==> config.mk <==
export PLATFORM = sky130hd
export DESIGN_NAME = wb_arbiter
export DESIGN_NICKNAME = d
export VERILOG_FILES = /design/src/rtl/wb_arbiter.sv
export SDC_FILE = /design/constraint.sdc
export NUM_CORES = 1
export LEC_CHECK = 0
export BUFFER_PORTS_ARGS = -buffer_cell sky130_fd_sc_hd__buf_4
export CORE_AREA = 2 2 160 162
export DETAILED_ROUTE_END_ITERATION = 10
export DIE_AREA = 0 0 162 164
export PLACE_DENSITY_LB_ADDON = 0.12
export SYNTH_ARGS = -nofsm -noshare
export SYNTH_HDL_FRONTEND = slang
export SYNTH_SLANG_ARGS = --single-unit
==> constraint.sdc <==
create_clock -name clk -period 3.5 [get_ports clk]
set_input_delay 0.35 -clock clk [delete_from_list [all_inputs] [get_ports clk]]
set_output_delay 0.35 -clock clk [all_outputs]
set_load 0.02 [all_outputs]
==> src/rtl/wb_arbiter.sv <==
`default_nettype none
// ============================================================================
// Module   : wb_arbiter
// Brief    : Merges ALU and queued LSU results onto one register-file write
//            port with WAW kill of stale loads. WB_SCOREBOARD_EN adds pending_o.
// Revision : 1.0 - initial release
// ============================================================================
module wb_arbiter #(
    parameter int FIFO_DEPTH = 4
) (
    input  logic        clk,
    input  logic        rst,
    input  logic        alu_valid_i,
    input  logic [4:0]  alu_waddr_i,
    input  logic [63:0] alu_wdata_i,
    input  logic        lsu_valid_i,
    output logic        lsu_ready_o,
    input  logic [4:0]  lsu_waddr_i,
    input  logic [63:0] lsu_wdata_i,
    output logic        reg_wen_o,
    output logic [4:0]  reg_waddr_o,
    output logic [63:0] reg_wdata_o
`ifdef WB_SCOREBOARD_EN
    ,
    output logic [31:0] pending_o
`endif
);

    localparam int              c_PW   = $clog2(FIFO_DEPTH);
    localparam int              c_CW   = $clog2(FIFO_DEPTH + 1);
    localparam logic [c_CW-1:0] c_FULL = c_CW'(FIFO_DEPTH);

    logic [FIFO_DEPTH-1:0] r_live;
    logic [4:0]            r_addr [FIFO_DEPTH];
    logic [63:0]           r_data [FIFO_DEPTH];
    logic [c_PW-1:0]       r_wr_ptr;
    logic [c_PW-1:0]       r_rd_ptr;
    logic [c_CW-1:0]       r_count;

    logic                  w_alu_acc;
    logic                  w_push;
    logic                  w_pop;
    logic                  w_push_live;
    logic [FIFO_DEPTH-1:0] w_live_nxt;

    // A full FIFO refuses pushes even if a pop happens in the same cycle.
    assign lsu_ready_o = rst & (r_count != c_FULL);
    assign w_alu_acc   = alu_valid_i & (alu_waddr_i != 5'd0);
    assign w_push      = lsu_valid_i & lsu_ready_o & (lsu_waddr_i != 5'd0);
    assign w_pop       = ~w_alu_acc & (r_count != '0);
    assign w_push_live = ~(w_alu_acc & (alu_waddr_i == lsu_waddr_i));

    // Live bit is cleared on pop too, so live implies occupied.
    always_comb begin
        w_live_nxt = r_live;
        for (int i = 0; i < FIFO_DEPTH; i++) begin
            if (w_alu_acc && (r_addr[i] == alu_waddr_i))
                w_live_nxt[i] = 1'b0;
            if (w_pop && (r_rd_ptr == c_PW'(i)))
                w_live_nxt[i] = 1'b0;
            if (w_push && (r_wr_ptr == c_PW'(i)))
                w_live_nxt[i] = w_push_live;
        end
    end

    always_ff @(posedge clk) begin
        if (!rst) begin
            r_live      <= '0;
            r_wr_ptr    <= '0;
            r_rd_ptr    <= '0;
            r_count     <= '0;
            reg_wen_o   <= 1'b0;
            reg_waddr_o <= 5'd0;
            reg_wdata_o <= 64'd0;
        end else begin
            r_live <= w_live_nxt;
            if (w_push)
                r_wr_ptr <= r_wr_ptr + 1'b1;
            if (w_pop)
                r_rd_ptr <= r_rd_ptr + 1'b1;
            if (w_push && !w_pop)
                r_count <= r_count + 1'b1;
            else if (!w_push && w_pop)
                r_count <= r_count - 1'b1;
            reg_wen_o <= w_alu_acc | (w_pop & r_live[r_rd_ptr]);
            if (w_alu_acc) begin
                reg_waddr_o <= alu_waddr_i;
                reg_wdata_o <= alu_wdata_i;
            end else if (w_pop) begin
                reg_waddr_o <= r_addr[r_rd_ptr];
                reg_wdata_o <= r_data[r_rd_ptr];
            end
        end
    end

    always_ff @(posedge clk) begin
        if (w_push) begin
            r_addr[r_wr_ptr] <= lsu_waddr_i;
            r_data[r_wr_ptr] <= lsu_wdata_i;
        end
    end

`ifdef WB_SCOREBOARD_EN
    logic [4:0]  w_addr_nxt [FIFO_DEPTH];
    logic [31:0] w_pend_nxt;

    always_comb begin
        w_pend_nxt = '0;
        for (int i = 0; i < FIFO_DEPTH; i++) begin
            w_addr_nxt[i] = (w_push && (r_wr_ptr == c_PW'(i))) ? lsu_waddr_i : r_addr[i];
            if (w_live_nxt[i])
                w_pend_nxt[w_addr_nxt[i]] = 1'b1;
        end
    end

    always_ff @(posedge clk) begin
        if (!rst)
            pending_o <= '0;
        else
            pending_o <= w_pend_nxt;
    end
`endif

endmodule
`default_nettype wire

Word-level counts from Yosys, hierarchy flattened
Memory sizes are Yosys's and may differ from the RTL's. A register that Yosys moved wholly into a read port is not among the register bits.
Cells that the tools add are included.
{ "word_totals": {"reg_bits": 81, "ramBits": 276, "out_inout_bits": 71, "word_cells": 92, "mem_count": 2} }
{ "classes": {"add_sub_neg": 4, "n_lt_le_gt_ge": 1, "eq_ne": 12, "mux": 26, "bitwise": 10, "reduce_logical": 27} }
{ "memory_table": {"columns": ["memory", "depth", "word_bits", "rd", "rd_ports_with_merged_regs", "wr", "line", "text"], "rows": [
  ["r_data", 4, 64, 1, 1, 1, "35", "logic [63:0] r_data [FIFO_DEPTH];"],
  ["r_addr", 4, 5, 5, 1, 1, "34", "logic [4:0] r_addr [FIFO_DEPTH];"]
]} }
{ "op_table": {"columns": ["operator", "count"], "rows": [
  ["64-bit two-way mux", 2],
  ["5-bit equality test", 5],
  ["1-bit two-way mux", 15],
  ["3-bit nonzero test", 5],
  ["1-bit logical AND", 14],
  ["5-bit two-way mux", 2],
  ["5-bit nonzero test", 2],
  ["2-bit equality test, second input constant", 4],
  ["2-bit two-way mux", 4],
  ["1-bit bitwise AND", 7],
  ["3-bit two-way mux", 2],
  ["2-bit by 1-bit adder with 2-bit output, second input constant", 2],
  ["2-bit by 1-bit equality test with 1-bit output, second input constant", 2],
  ["2-bit logical NOT", 2],
  ["2-bit nonzero test", 2],
  ["3-bit by 1-bit adder with 3-bit output, second input constant", 1],
  ["2-bit by 3-bit less-than comparator with 1-bit output, second input constant", 1],
  ["3-bit inequality test, second input constant", 1],
  ["3-bit by 1-bit subtractor with 3-bit output, second input constant", 1],
  ["1-bit binary-select mux with 2-bit select", 1],
  ["1-bit logical NOT", 2],
  ["1-bit inverter", 2],
  ["1-bit OR", 1]
]} }

Depth between registers and ports, before layout
Gate-level depths: netlist of run 1.
{ "depth": {"word_depth": 8, "ltp_mapped": 11, "depth_no_buf": 9} }

Least setup slack after synthesis of run 1
No wires, ideal clock.
{ "synth_path": {"path_kind": "input -> register", "startpoint": "input rst", "endpoint": "memory r_addr[0][0] (enable)", "arrival_ps": 2739, "required_time_ps": 3077, "path_slack_ps": 338, "cell_stages": 6, "n_path_buf": 2, "path_cell_list": "clkbuf_1 inv_1 a211oi_1 clkbuf_1 nand2_1 inv_1"} }
{ "synth_between": {"elab_chain_cells": 5} }
{ "synth_rtl": {"columns": ["item", "line", "text"], "rows": [
  ["from (decl)", "12", "input logic rst,"],
  ["1-bit bitwise AND", "47", "assign lsu_ready_o = rst & (r_count != c_FULL);"],
  ["1-bit bitwise AND (2 in a row)", "49", "assign w_push = lsu_valid_i & lsu_ready_o & (lsu_waddr_i != 5'd0);"],
  ["1-bit two-way mux", "97", "if (w_push) begin"],
  ["1-bit two-way mux (implied by the code)", "98", "r_addr[r_wr_ptr] <= lsu_waddr_i;"],
  ["to (decl)", "34", null]
]} }
No other way between the ends.

Worst setup path in the final report of run 1
{ "layout_path": {"startpoint": "register r_count[0]", "endpoint": "register r_count[2]"} }
{ "layout_between": {"elab_chain_cells": 7, "elab_cells_between_ends": 15, "cone_classes": "2 x add/sub; 1 x eq/ne; 2 x mux; 4 x bitwise; 6 x reduce/logical"} }
{ "layout_rtl": {"columns": ["item", "line", "text"], "rows": [
  ["from (decl)", "38", "logic [c_CW-1:0] r_count;"],
  ["from (signal assigned)", "82", "r_count <= r_count + 1'b1;"],
  ["from (signal assigned)", "84", "r_count <= r_count - 1'b1;"],
  ["3-bit inequality test *", "47", null],
  ["1-bit bitwise AND *", "47", null],
  ["1-bit bitwise AND * (2 in a row)", "49", null],
  ["named net w_push", "41", "logic w_push;"],
  ["1-bit logical NOT", "83", "else if (!w_push && w_pop)"],
  ["1-bit logical AND", "83", null],
  ["2-bit nonzero test (no line)", null, null]
]} }
The timed path passes the listed nets; every way through them passes the cells marked *. The select of a mux whose other input is x is not followed.
A chain may end at the register's enable or synchronous reset.

==> results.yml, run 1 <==
outcome:
  outcome: "complete, no violations"
sta:
  fmax_mhz: 405
  finalCritPeriodShare_pct: 70.5
  slew_viol_final: 0
  setup_tns_ns: 0
  rsz0062_at_grt: "false"
  max_slew.worst_pin.slew_ns: 1.24
  skew_ns: 0.0154
  finalHoldViolCount: 0
  setup_viol: 0
  slew_headroom_pct: 17.6
  period_needed_ns: 2.47
  setup_ws_ns: 1.03
route:
  drc: 0
  num_vias: 8273
  dr.pass1.iters: 5
  drtIter0Drc: 570
  post_drt_wl_per_cell_um: 20.7
  ant_nets: 0
  routed_wl_um: 30000
  post_drt_via_cell_ratio: 5.71
cts:
  cts_setup_buffers: 0
  path_clk_slew_ns: 0.06
  clock_latency_ns: 0.52
  h-tree-depth: 2
  cts_buffers: 38
  cts_tree: "done"
  cts_hold_buf: 0
  clkSinkCount: 359
  max-clock-path-buffers: 3
  cts_root_buf: "clkbuf_16"
  post_cts_resize_count: 0
setup_path:
  r2r_end: "r_count[2]"
  critPathKind: "reg2reg"
  crit_path_top_delay_cell: "dfxtp_1"
  cp.arrival_ns: 2.92
  path_cells: "nor3b_1 > a211oi_1 > buf_4 > and2_1 > ha_1 > inv_1 > fa_1 > xor2_1 > or3_1 > a21oi_1"
  crit_start: "r_count[0]"
  cpPeakStageDelay_ns: 0.43
  r2r-start: "r_count[0]"
  reg2reg_depth: 10
  critPathCaptureType: "register"
  crit_fanout: 12
  cp.required_ns: 3.95
  crit_end: "r_count[2]"
  ff2ff_setup_slack_ns: 1.03
  start_kind: "register"
synthesis:
  synthArstFlopShare_pct: 0
  ys_seq_area_share_pct: 71.4
  ys_warn_count: 0
  synth_fp_nets: 1031
  yosysTopAreaCell: "edfxtp_1"
  synth-edff-count: 276
  ys.flop_type: "edfxtp_1"
  yosysUniqueCellTypes: 34
  syn_area_per_cell_um2: 15.9
  syn_inst: 879
  syn-cell-area_mm2: 0.0139
  synth.area.top_cells: "edfxtp_1, dfxtp_1, mux4_2, a21oi_1, nand2_1"
  netlist.area_leader.share_pct: 59.4
  synth-seq-cells: 359
placement:
  io_buffers: 212
  dp_hpwl_um: 18400
  dp_slack_ns: 0.971
  gp_congestion: 0.821
cells_and_area:
  final_core_util_pct: 69.4
  areaGrowthSynthToFinish_pct: 23.5
  nFillCells: 1737
  diodes: 0
  drive_gt1_share_pct: 33.2
  layout_common_cells: "edfxtp_1, buf_4, a21oi_1"
  fin_nets: 1242
  mostFrequentLayoutCell: "edfxtp_1"
global_routing:
  grt_pass1_vias: 8383
  grt_use_total_pct: 22.6
  grt_pass1_wl_um: 46100
  grt-ovfl-total: 0
  grt_start_max_net_pins: 81
  antenna_found_initial: 0
power:
  leakage_uw: 0.00615
  total_power_uw: 12000
  power_density_mw_per_mm2: 695
  peakVddDrop_mv: 0.504
worst_hold_path:
  hold_path_class: "in2reg"
job:
  drv_cap: 0
floorplan:
  start_util_pct: 56.2
  die_w_um: 162
  rows: 58
  dieArea_mm2: 0.0266
  core_mm2: 0.0248
  ios: 213
  die_h_um: 164
-- worst min path at each step --
stage,start,to,slack [ns],depth (start not counted)
finish,lsu_wdata_i[48],r_data[1][48],0.03,1
global route,lsu_wdata_i[48],r_data[1][48],0.02,1
CTS,lsu_wdata_i[17],r_data[2][17],0.02,1
detailed placement,r_count[2],r_count[2],0.51,2
global placement,r_count[2],r_count[2],0.51,2
floorplan,lsu_waddr_i[0],r_addr[0][0],0.45,0
-- synthesized netlist by cell type, drive strengths merged, types with 10 or more instances --
cell type	instances
nand2	78
buf	25
clkbuf	37
dfxtp	83
xnor2	15
a21oi	140
o21ai	70
inv	11
edfxtp	276
mux4	70
nand3	10
xor2	12
-- layer usage --
metal  wire length (um)  up-vias  track usage (%)  share of wire [%]
met5                  0        -                0                  0
li1                   -     3808                -                  -
met1              12400     4162             30.4                 41
met2              15100      259             38.2                 50
met3               1940       44             4.75                6.4
met4                561        0             6.15                1.9
-- final cells by class --
cell class / instances / area (um2) / share of cell area (%)
multi-input cells: 447 / 3650 / 21.2
repair buffers: 233 / 1800 / 10.4
clock inverters: 18 / 260 / 1.51
inverters: 11 / 46.3 / 0.269
clock buffers: 52 / 1100 / 6.37
flip-flops and latches: 359 / 9960 / 57.8
well taps: 330 / 413 / 2.40
-- flip-flops by register name, indices dropped and copies added, names as in the netlist, named ones only --
register / flops
reg_wdata_o: 64
r_addr: 20
reg_waddr_o: 5
r_rd_ptr: 2
reg_wen_o: 1
r_count: 3
r_data: 256
r_live: 4
r_wr_ptr: 2
-- power breakdown --
| group | switching [uW] | internal, uW |
|---|---|---|
| clock | 1570 | 2710 |
| sequential | 252 | 4950 |
| combinational | 1370 | 1120 |
| total | 3190 | 8780 |
-- worst max-delay path, delay by kind of cell (launching register included) --
| kind | cells | cell delay [ns] |
|---|---|---|
| AO/OA/AOI/OAI | 2 | 0.36 |
| XOR/XNOR | 1 | 0.17 |
| adder cells (fa/ha/maj) | 2 | 0.57 |
| buffers and inverters | 2 | 0.27 |
| flip-flops | 1 | 0.43 |
| AND/OR/NAND/NOR | 3 | 0.59 |
-- logic make-up after synthesis --
logic type               Yosys count  share of synthesized area [%]
flip-flops                       359                           71.4
XOR/XNOR                          27                           1.70
AND/OR/NAND/NOR                  112                           3.48
multiplexers                      72                           11.5
AO/OA/AOI/OAI                    226                           8.53
adder cells (fa/ha/maj)           10                          0.951
buffers and inverters             73                           2.53
-- through the flow --
step	hold slack, ns	instances	instance area (um2)
after global routing	0.0208	1450	17200
after floorplan	0.449	879	13900
after detailed placement	0.515	1380	15900
after CTS	0.0158	1450	17200
after global placement	0.507	1380	15900
final	0.0299	1450	17200
(Power assumes the default switching activity.)
==> run 2, diff against run 1 <==
ABC_AREA = 1   (was unset)
CORE_AREA = 2 2 163 165   (was 2 2 160 162)
DIE_AREA = 0 0 165 167   (was 0 0 162 164)
clock period = 2.3 ns   (was 3.5 ns; I/O delays follow)
==> run 2 against run 1 <==
Against the previous run: clock skew is 0.0033 ns lower; clock power is 37% higher; utilization is 3.0 points higher; count of clock-buffer cells in the layout is 1 lower; critical path type is now in2reg; critical endpoint is now r_count[1]; setup slack worse by 0.86 ns; non-clock buffer count is 107 higher.
==> results.yml, run 2 <==
route:
  drc: 0
  num_vias: 10500
  drtIter0Drc: 902
  post_drt_wl_per_cell_um: 17.5
  routed_wl_um: 34000
  dr.pass1.iters: 5
  ant_nets: 0
  post_drt_via_cell_ratio: 5.43
cts:
  clkSinkCount: 359
  path_clk_slew_ns: 0.06
  h-tree-depth: 2
  cts_buffers: 38
  clock_latency_ns: 0.51
  cts_tree: "done"
  max-clock-path-buffers: 3
  cts_root_buf: "clkbuf_16"
setup_path:
  crit_start: "lsu_waddr_i[1]"
  crit_fanout: 5
  cp.required_ns: 2.69
  reg2reg_depth: 11
  ff2ff_setup_slack_ns: 0.19
  crit_buf_inv: 4
  path_cells: "dlygate4sd3_1 > buf_4 > nor2_1 > nand2_1 > nor2_1 > nor2_4 > buf_4 > ha_1 > inv_1 > fa_1 > o21ai_0 > nor2_1"
  cp.arrival_ns: 2.52
  start_kind: "input port"
  critPathCaptureType: "register"
  cpPeakStageDelay_ns: 0.53
  r2r_end: "r_count[2]"
  crit_top_cell: "nor2_1"
  crit_end: "r_count[1]"
  crit_path_top_delay_cell: "dlygate4sd3_1"
  critPathKind: "in2reg"
  cp_num_cells: 12
  r2r-start: "r_count[1]"
  critical_path.top_delay_family: "buffers and inverters"
sta:
  slew_viol_final: 0
  finalCritPeriodShare_pct: 92.3
  fmax_mhz: 471
  max_slew.worst_pin.slew_ns: 0.993
  slew_headroom_pct: 33.7
  setup_tns_ns: 0
  skew_ns: 0.0121
  finalHoldViolCount: 0
  period_needed_ns: 2.12
  rsz0062_at_grt: "false"
  setup_viol: 0
floorplan:
  die_w_um: 165
  rows: 59
  core_mm2: 0.0258
  die_h_um: 167
  start_util_pct: 56.3
  dieArea_mm2: 0.0276
  ios: 213
placement:
  io_buffers: 212
  gp_congestion: 0.796
  dp_hpwl_um: 19900
synthesis:
  yosysUniqueCellTypes: 32
  syn-cell-area_mm2: 0.0145
  netlist.area_leader.share_pct: 57.1
  yosysMostFrequentCell: "edfxtp_1"
  yosysTopAreaCell: "edfxtp_1"
  ys.flop_type: "edfxtp_1"
  ys_warn_count: 0
  synth.area.top_cells: "edfxtp_1, dfxtp_1, o21ai_0, nand2_1, nor2_1"
  syn_area_per_cell_um2: 11.3
  ys_seq_area_share_pct: 68.5
  synthArstFlopShare_pct: 0
  synth-edff-count: 276
  synth_common_cells: "edfxtp_1, nand2_1, o21ai_0"
  synth_fp_nets: 1431
  synth-seq-cells: 359
  syn_inst: 1279
cells_and_area:
  drive_gt1_share_pct: 21.5
  areaGrowthSynthToFinish_pct: 28.4
  layout_common_cells: "edfxtp_1, buf_4, nand2_1, o21ai_0, nor2_1"
  largest-register: "r_data"
  fin_nets: 1729
  largest_register_ff_count: 256
  diodes: 0
  mostFrequentLayoutCell: "edfxtp_1"
  top_regs: "r_data (256), reg_wdata_o (64), r_addr (20)"
power:
  peakVddDrop_mv: 0.749
  total_power_uw: 19200
  leakage_uw: 0.00720
  power_density_mw_per_mm2: 1030
outcome:
  outcome: "complete, no violations"
global_routing:
  grt_pass1_wl_um: 53600
  antenna_found_initial: 0
  grt-ovfl-total: 0
  grt_pass1_vias: 10400
  grt_use_total_pct: 24.8
  grt_start_max_net_pins: 79
worst_hold_path:
  hold_path_class: "in2reg"
job:
  drv_cap: 0
==> run 2: changes by cell type after synthesis, moves of 69 or more <==
cell / change
mux4_2: -70
a21oi_1: -69
nand2_1: +95
o21ai_0: +124
nor2_1: +150
==> run 2: layout make-up <==
type	instances	area (um2)
clock inverters	18	168
well taps	335	419
fillers	1826	7130
inverters	56	223
multi-input cells	782	3940
flip-flops and latches	359	9960
clock buffers	51	1030
repair buffers	340	2900
==> run 2: worst register-to-register path: cells and delay by family, from the launching register on <==
kind	cells	cell delay, ns
and+or+nand+nor	3	0.42
AOI/OAI and AO/OA	4	0.50
buffers and inverters	2	0.20
adders and majority gates	2	0.54
DFF	1	0.33
==> run 2: kinds of logic (layout without fill, tap and decap cells) <==
group | after synthesis | in the layout | share of synthesized area, %
adder cells (fa/ha/maj) | 10 | 10 | 0.914
XOR/XNOR | 22 | 22 | 1.33
AO/OA/AOI/OAI | 344 | 344 | 12.5
buffers and inverters | 139 | 465 | 4.64
flip-flops | 359 | 359 | 68.5
AND/OR/NAND/NOR | 405 | 406 | 12.1
==> run 2: how the worst min path moves through the flow <==
stage	start	to	cells past startpoint	slack (ns)
6_report	alu_wdata_i[63]	reg_wdata_o[63]	3	0.02
5_1_grt	alu_wdata_i[40]	reg_wdata_o[40]	3	0.02
4_1_cts	alu_wdata_i[53]	reg_wdata_o[53]	5	0.001
3_3_place_gp	lsu_waddr_i[1]	r_addr[0][1]	1	0.43
2_1_floorplan	lsu_waddr_i[0]	r_addr[0][0]	0	0.33
3_5_place_dp	lsu_wdata_i[31]	r_data[1][31]	1	0.43
==> run 2: where the power goes <==
part / switching [uW] / leakage [uW] / total, uW / internal [uW]
clock: 2370 / 0.000585 / 5860 / 3490
combinational: 3460 / 0.00343 / 5400 / 1940
sequential: 314 / 0.00319 / 7950 / 7640
total: 6140 / 0.00720 / 19200 / 13100
==> run 2: repair_timing <==
action                                  in CTS  in global routing
endpoints found under the hold margin      292                  0
setup buffers                                0                  0
gates resized for setup                      0                  0
hold buffers                                94                  0
endpoints found under the setup margin       0                 15
==> run 2: per-layer routing <==
| layer | wire, um | global-route usage [%] | vias up | part of all wire, % |
|---|---|---|---|---|
| met4 | 622 | 6.62 | 0 | 1.8 |
| met5 | 0 | 0 | - | 0 |
| met3 | 2330 | 4.28 | 43 | 6.9 |
| met2 | 16600 | 42.1 | 360 | 49 |
| li1 | - | - | 5093 | - |
| met1 | 14500 | 33.1 | 5044 | 43 |
==> run 2: through the flow <==
step | hold WS (ns) | worst slack (ns) | cell area [um2] | cells | utilization (%)
floorplan | 0.329 | 0.00204 | 14600 | 1279 | -
detailed placement | 0.433 | 0.0548 | 16500 | 1777 | 64.0
global route | 0.0171 | 0.0350 | 18600 | 1941 | 72.3
global placement | 0.431 | 0.0735 | 16500 | 1777 | 64.0
finish | 0.0178 | 0.177 | 18600 | 1941 | 72.3
CTS | 0.00103 | 0.0430 | 18600 | 1940 | 72.3
